==> src/rtl/teatris_varredura_matriz.sv <==
// LED matrix row scanner: fetches an 8x8 pattern from an external ROM,
// latches it into a frame buffer and lights one row at a time for DIVISOR
// cycles each, pulsing quadro_fim after every complete 8-row scan.
// Optional macro TEATRIS_BLANK_EN inserts one dark cycle before each row.
module teatris_varredura_matriz #(
  parameter int unsigned DIVISOR = 1000
) (
  input  logic        clock,
  input  logic        reset,
  input  logic        habilita,
  input  logic [3:0]  selecao,
  output logic [3:0]  endereco,
  input  logic [63:0] padrao,
  output logic [7:0]  linha,
  output logic [7:0]  coluna,
  output logic        quadro_fim
);

  typedef enum logic [1:0] {BUSCA, ESPERA, CAPTURA, VARRE} state_t;

  localparam logic [15:0] ULTIMO = 16'(DIVISOR - 1);

  state_t      state, state_n;
  logic [63:0] quadro, quadro_n;
  logic [2:0]  indice, indice_n;
  logic [2:0]  proxima;
  logic [15:0] contador, contador_n;
  logic [3:0]  endereco_n;
  logic [7:0]  linha_n, coluna_n;
  logic        quadro_fim_n;
  logic        apagado, apagado_n;

  // Row 0 lives in the top byte of the pattern word.
  function automatic logic [7:0] byte_linha(input logic [63:0] q, input logic [2:0] i);
    return q[{~i, 3'b000} +: 8];
  endfunction

  // Next-state and next-output logic; outputs are precomputed so the
  // registered linha/coluna already show row 0 in the first VARRE cycle.
  always_comb begin
    state_n      = state;
    quadro_n     = quadro;
    indice_n     = indice;
    contador_n   = contador;
    endereco_n   = endereco;
    linha_n      = '0;
    coluna_n     = '0;
    quadro_fim_n = 1'b0;
    apagado_n    = apagado;
    proxima      = indice + 3'd1;
    case (state)
      BUSCA: begin
        endereco_n = selecao;
        if (habilita) state_n = ESPERA;
      end
      ESPERA: state_n = CAPTURA;
      CAPTURA: begin
        quadro_n   = padrao;
        indice_n   = '0;
        contador_n = '0;
        state_n    = VARRE;
`ifdef TEATRIS_BLANK_EN
        apagado_n  = 1'b1;
`else
        linha_n    = 8'b0000_0001;
        coluna_n   = byte_linha(padrao, 3'd0);
`endif
      end
      VARRE: begin
        if (!habilita) begin
          state_n = BUSCA;
`ifdef TEATRIS_BLANK_EN
        end else if (apagado) begin
          apagado_n = 1'b0;
          linha_n   = 8'b0000_0001 << indice;
          coluna_n  = byte_linha(quadro, indice);
`endif
        end else if (contador != ULTIMO) begin
          contador_n = contador + 16'd1;
          linha_n    = 8'b0000_0001 << indice;
          coluna_n   = byte_linha(quadro, indice);
        end else if (indice == 3'd7) begin
          state_n      = BUSCA;
          quadro_fim_n = 1'b1;
        end else begin
          indice_n   = proxima;
          contador_n = '0;
`ifdef TEATRIS_BLANK_EN
          apagado_n  = 1'b1;
`else
          linha_n    = 8'b0000_0001 << proxima;
          coluna_n   = byte_linha(quadro, proxima);
`endif
        end
      end
      default: state_n = BUSCA;
    endcase
  end

  // State and registered outputs, synchronous reset has top priority.
  always_ff @(posedge clock) begin
    if (reset) begin
      state      <= BUSCA;
      endereco   <= '0;
      linha      <= '0;
      coluna     <= '0;
      quadro_fim <= 1'b0;
      quadro     <= '0;
      indice     <= '0;
      contador   <= '0;
      apagado    <= 1'b0;
    end else begin
      state      <= state_n;
      endereco   <= endereco_n;
      linha      <= linha_n;
      coluna     <= coluna_n;
      quadro_fim <= quadro_fim_n;
      quadro     <= quadro_n;
      indice     <= indice_n;
      contador   <= contador_n;
      apagado    <= apagado_n;
    end
  end

endmodule

==> config.mk <==
export PLATFORM = sky130hd
export DESIGN_NAME = teatris_varredura_matriz
export DESIGN_NICKNAME = d
export VERILOG_FILES = /design/src/rtl/teatris_varredura_matriz.sv
export SDC_FILE = /design/constraint.sdc
export NUM_CORES = 1
export LEC_CHECK = 0
export CAP_MARGIN = 20
export CORE_ASPECT_RATIO = 0.75
export CORE_UTILIZATION = 40
export DETAILED_ROUTE_END_ITERATION = 6
export GPL_TIMING_DRIVEN = 0
export PLACE_DENSITY_LB_ADDON = 0.25
export SLEW_MARGIN = 20
export SYNTH_ARGS = -nofsm -noshare
export SYNTH_HDL_FRONTEND = slang
export SYNTH_SLANG_ARGS = --single-unit
==> constraint.sdc <==
create_clock -name clock -period 4.8 [get_ports clock]
set_clock_uncertainty 0.15 [all_clocks]
set_input_delay 0.48 -clock clock [delete_from_list [all_inputs] [get_ports clock]]
set_output_delay 0.48 -clock clock [all_outputs]
set_load 0.1 [all_outputs]
==> summary.md <==
| Metric | Value |
|---|---|
| Element type at the critical path end | `flop` |
| Minimum hold slack | `between 0.3 and 0.4 ns` |
| Slew at the pin closest to its max-slew limit | `slightly below 1 ns` |
| Count of instances resized after the clock tree is built | `0` |
| Total area of sequential cells | `0.00212 mm²` |
| Number of global-route vias before repair | `4,099` |
| Detailed placement HPWL | `just over 10 mm` |
| Proportion of layout cells with a drive suffix above 1 | `0.114` |
| Max-Slew Margin vs Limit | `0.346` |
| Multi-input logic area | `roughly 0.0029 mm²` |
| Kind of cell adding the most delay to the critical path | `buffers and inverters` |
| Row cnt | `35` |
| Post-CTS Setup Inserts | `0` |
| H-tree depth reported by CTS | `3` |
| Share of the cycle needed by the critical path after routing | `0.919` |
| Area Growth Syn to Fin | `28.1%` |
| Global-route congestion overflow total | `0` |
| Worst skew pair latency | `roughly 0.36 ns` |
| Largest incremental delay on the critical path | `0.58 ns` |
| Total Routing Usage GR | `0.213` |
| Vias per inst | `roughly 5.5` |
| Class of the most critical hold timing path | `reg2reg` |
| Detail-routed net length per standard cell | `~18 µm` |
| Number of input and output port buffers inserted | `about 90` |
| TritonCTS clock tree | `yes` |
| Routed wire length | `approximately 14 mm` |
| Post-Syn Nets | `580` |
| Per-instance average area after synthesis | `slightly above 10 µm²` |
| Final setup TNS | `0 ns` |
| Internal power of the cells | `between 1.5 and 2 mW` |
| Proportion of power drawn by flip-flops and latches | `0.393` |
| Buffer and inverter count on the worst path | `6` |
| Post-synth EDFFs | `0` |
| Via total after detailed routing | `about 4,300` |
| Crit path launch type | `flop` |
| Clock network fraction of total power | `0.285` |
| Number of register bits inferred by synthesis | `106` |
| Pin count of the biggest net entering global routing | `17` |
| Post-synthesis cell type count | `50` |
| Crit path required time | `just under 5 ns` |
| Max-Cap Viols | `0` |
| Switching share of power | `0.326` |
| Number of primary I/O pins | `92` |
| DR iter-0 viols | `roughly 340` |
| Power density normalized to cell area | `between 400 and 500 mW/mm²` |
| Switching component of the power | `roughly 930 µW` |
| Sequential share of the synthesized area | `0.409` |
| RSZ-0062 raised after global routing | `false` |
| Synthesized netlist cell count | `between 400 and 500` |
| Fin crit period | `4.41 ns` |
| CTS Root Cell | `sky130_fd_sc_hd__clkbuf_16` |
| Slowest stage cell, crit path | `sky130_fd_sc_hd__clkbuf_1` |
| Clock tree buffer depth | `2` |
| Number of nets with antenna violations after routing | `0` |
| Number of antenna violations at the first check in global routing | `0` |
| Clock slew at the register clock pins of the worst setup and hold paths | `0.07 ns` |
| Most used cell, CP | `sky130_fd_sc_hd__clkbuf_1` |
| Number of hold violations in the final report | `0` |
| Core region area | `between 0.01 and 0.015 mm²` |
| Maximum operating frequency | `227 MHz` |
| Residual DRC | `0` |
| Hold buffers post-CTS | `0` |
| Series of cell instances along the critical path | `clkbuf_1 > buf_2 > buf_2 > inv_1 > ha_1 > clkbuf_1 > clkbuf_1 > mux4_2 > mux2_2 > a222oi_1 > nor2_1` |
| Initial Util | `0.417` |
| Overall Power | `between 2 and 3 mW` |
| Highest fanout seen on the critical path | `10` |
| Count of warnings emitted by yosys | `0` |
| Die Footprint | `approximately 0.013 mm²` |
| Reported leakage power | `between 2 and 2.5 nW` |
| Arrival time at the worst endpoint | `4.48 ns` |
| Leading cell type in the layout, fill and taps excluded | `sky130_fd_sc_hd__dfxtp_1` |
| Type of the setup path with the least slack | `reg2reg` |
| First-pass DRT Iterations | `5` |
| Most used cells in the layout excluding fill and tap cells | `sky130_fd_sc_hd__dfxtp_1, sky130_fd_sc_hd__nor2_1, sky130_fd_sc_hd__clkdlybuf4s50_1` |
| Diode insertion count for antenna repair | `0` |
| CTS buffer count | `9` |
| Setup-failing EPs final | `0` |
| Number of clock sinks | `approximately 110` |
| DIE HEIGHT | `between 100 and 150 µm` |
| Syn Std Cell Area | `about 0.0052 mm²` |
| Outcome | `complete, no violations` |
| Post-layout net count | `between 600 and 700` |
| Main synth FF type | `sky130_fd_sc_hd__dfxtp_1` |
| Peak VDD IR | `0.235 mV` |
| Wire length of the first global-routing pass | `around 22 mm` |
| Floorplan die width | `133 µm` |
| Fraction of registers with async set or reset after synthesis | `0` |
| Comb pwr share | `0.322` |
| Max Transition Viols Final | `0` |
| RD Place Congestion | `roughly 0.84` |
| Number of inserted filler cells in the final layout | `about 1,100` |
metal layers:
| layer | up-vias | share of wire | GRT usage |
|---|---|---|---|
| met5 | - | 0 | 0 |
| met4 | 0 | 0.015 | 0.0629 |
| met3 | 16 | 0.061 | 0.0523 |
| met2 | 156 | 0.46 | 0.347 |
| met1 | 2072 | 0.47 | 0.281 |
| li1 | 2011 | - | - |
sequential cells by signal, indices dropped and copies added (netlist names):
| register | count |
|---|---|
| endereco | 4 |
| linha | 8 |
| contador | 16 |
| quadro_fim | 1 |
| indice | 3 |
| state | 2 |
| quadro | 64 |
| coluna | 8 |
tightest hold or removal path, stage by stage (launching register included):
cell and delay, ns:
sky130_fd_sc_hd__dfxtp_1 0.33, sky130_fd_sc_hd__mux2i_1 0.07, sky130_fd_sc_hd__nor2_1 0.07
kinds of logic (layout without fill, tap and decap cells):
kind of cell,count (synthesis),after routing,share of synthesized area
flops,106,106,0.409
simple gates,170,170,0.150
fa+ha+maj,10,10,0.0241
xor+xnor,13,13,0.0220
mux,115,115,0.302
buf+inv,44,151,0.0352
compound gates,41,41,0.0567
power by group through the flow:
stage | clock network [mW] | registers, mW | logic, mW
after floorplan | 0 | 1.22 | 0.578
after global placement | 0 | 1.13 | 0.891
after detailed placement | 0 | 1.14 | 0.914
after CTS | 0.828 | 1.12 | 0.920
after global routing | 0.874 | 1.14 | 0.985
final | 0.814 | 1.12 | 0.920
worst paths after layout:
kind                                          startpoint                  endpoint  slack [ns]  depth (start not counted)
worst min register to register  endereco[3]$_SDFFE_PP0N_  endereco[3]$_SDFFE_PP0N_        0.35                          2
worst max-delay path              indice[0]$_SDFFE_PP0P_      coluna[6]$_SDFF_PP0_        0.39                         11
worst min-delay path            endereco[3]$_SDFFE_PP0N_  endereco[3]$_SDFFE_PP0N_        0.35                          2
worst max register to register    indice[0]$_SDFFE_PP0P_      coluna[6]$_SDFF_PP0_        0.39                         11
per-stage QoR:
| stage | cell area [µm²] | utilization | setup slack, ns | instances |
|---|---|---|---|---|
| 2_1_floorplan | 5180 | - | 1.34 | 499 |
| 3_3_place_gp | 6300 | 0.507 | 0.446 | 756 |
| 3_5_place_dp | 6300 | 0.507 | 0.381 | 756 |
| 4_1_cts | 6630 | 0.533 | 0.364 | 772 |
| 5_1_grt | 6640 | 0.534 | 0.136 | 772 |
| 6_report | 6640 | 0.534 | 0.389 | 772 |
final cells by class:
class                      count  area share
tap                          166      0.0313
multi-input combinational    349       0.435
clock buffer                  13      0.0392
inverter                       7     0.00396
buffer                        37      0.0236
timing repair buffer          91       0.137
clock inverter                 3      0.0104
sequential                   106       0.320
synthesized netlist by cell type, types with 7 or more instances:
cell type / number / area [µm²]
sky130_fd_sc_hd__buf_1: 9 / 33.8
sky130_fd_sc_hd__dfxtp_1: 106 / 2120
sky130_fd_sc_hd__nand3_1: 12 / 60.1
sky130_fd_sc_hd__clkbuf_1: 24 / 90.1
sky130_fd_sc_hd__a21oi_1: 11 / 55.1
sky130_fd_sc_hd__xnor2_1: 7 / 61.3
sky130_fd_sc_hd__mux2i_1: 70 / 701
sky130_fd_sc_hd__mux2_2: 13 / 146
sky130_fd_sc_hd__ha_1: 10 / 125
sky130_fd_sc_hd__mux4_2: 32 / 721
sky130_fd_sc_hd__nor3_1: 7 / 35.0
sky130_fd_sc_hd__nand2_1: 25 / 93.8
sky130_fd_sc_hd__inv_1: 7 / 26.3
sky130_fd_sc_hd__nor2_1: 98 / 368
Note: power is estimated with default switching activity, not from simulation.
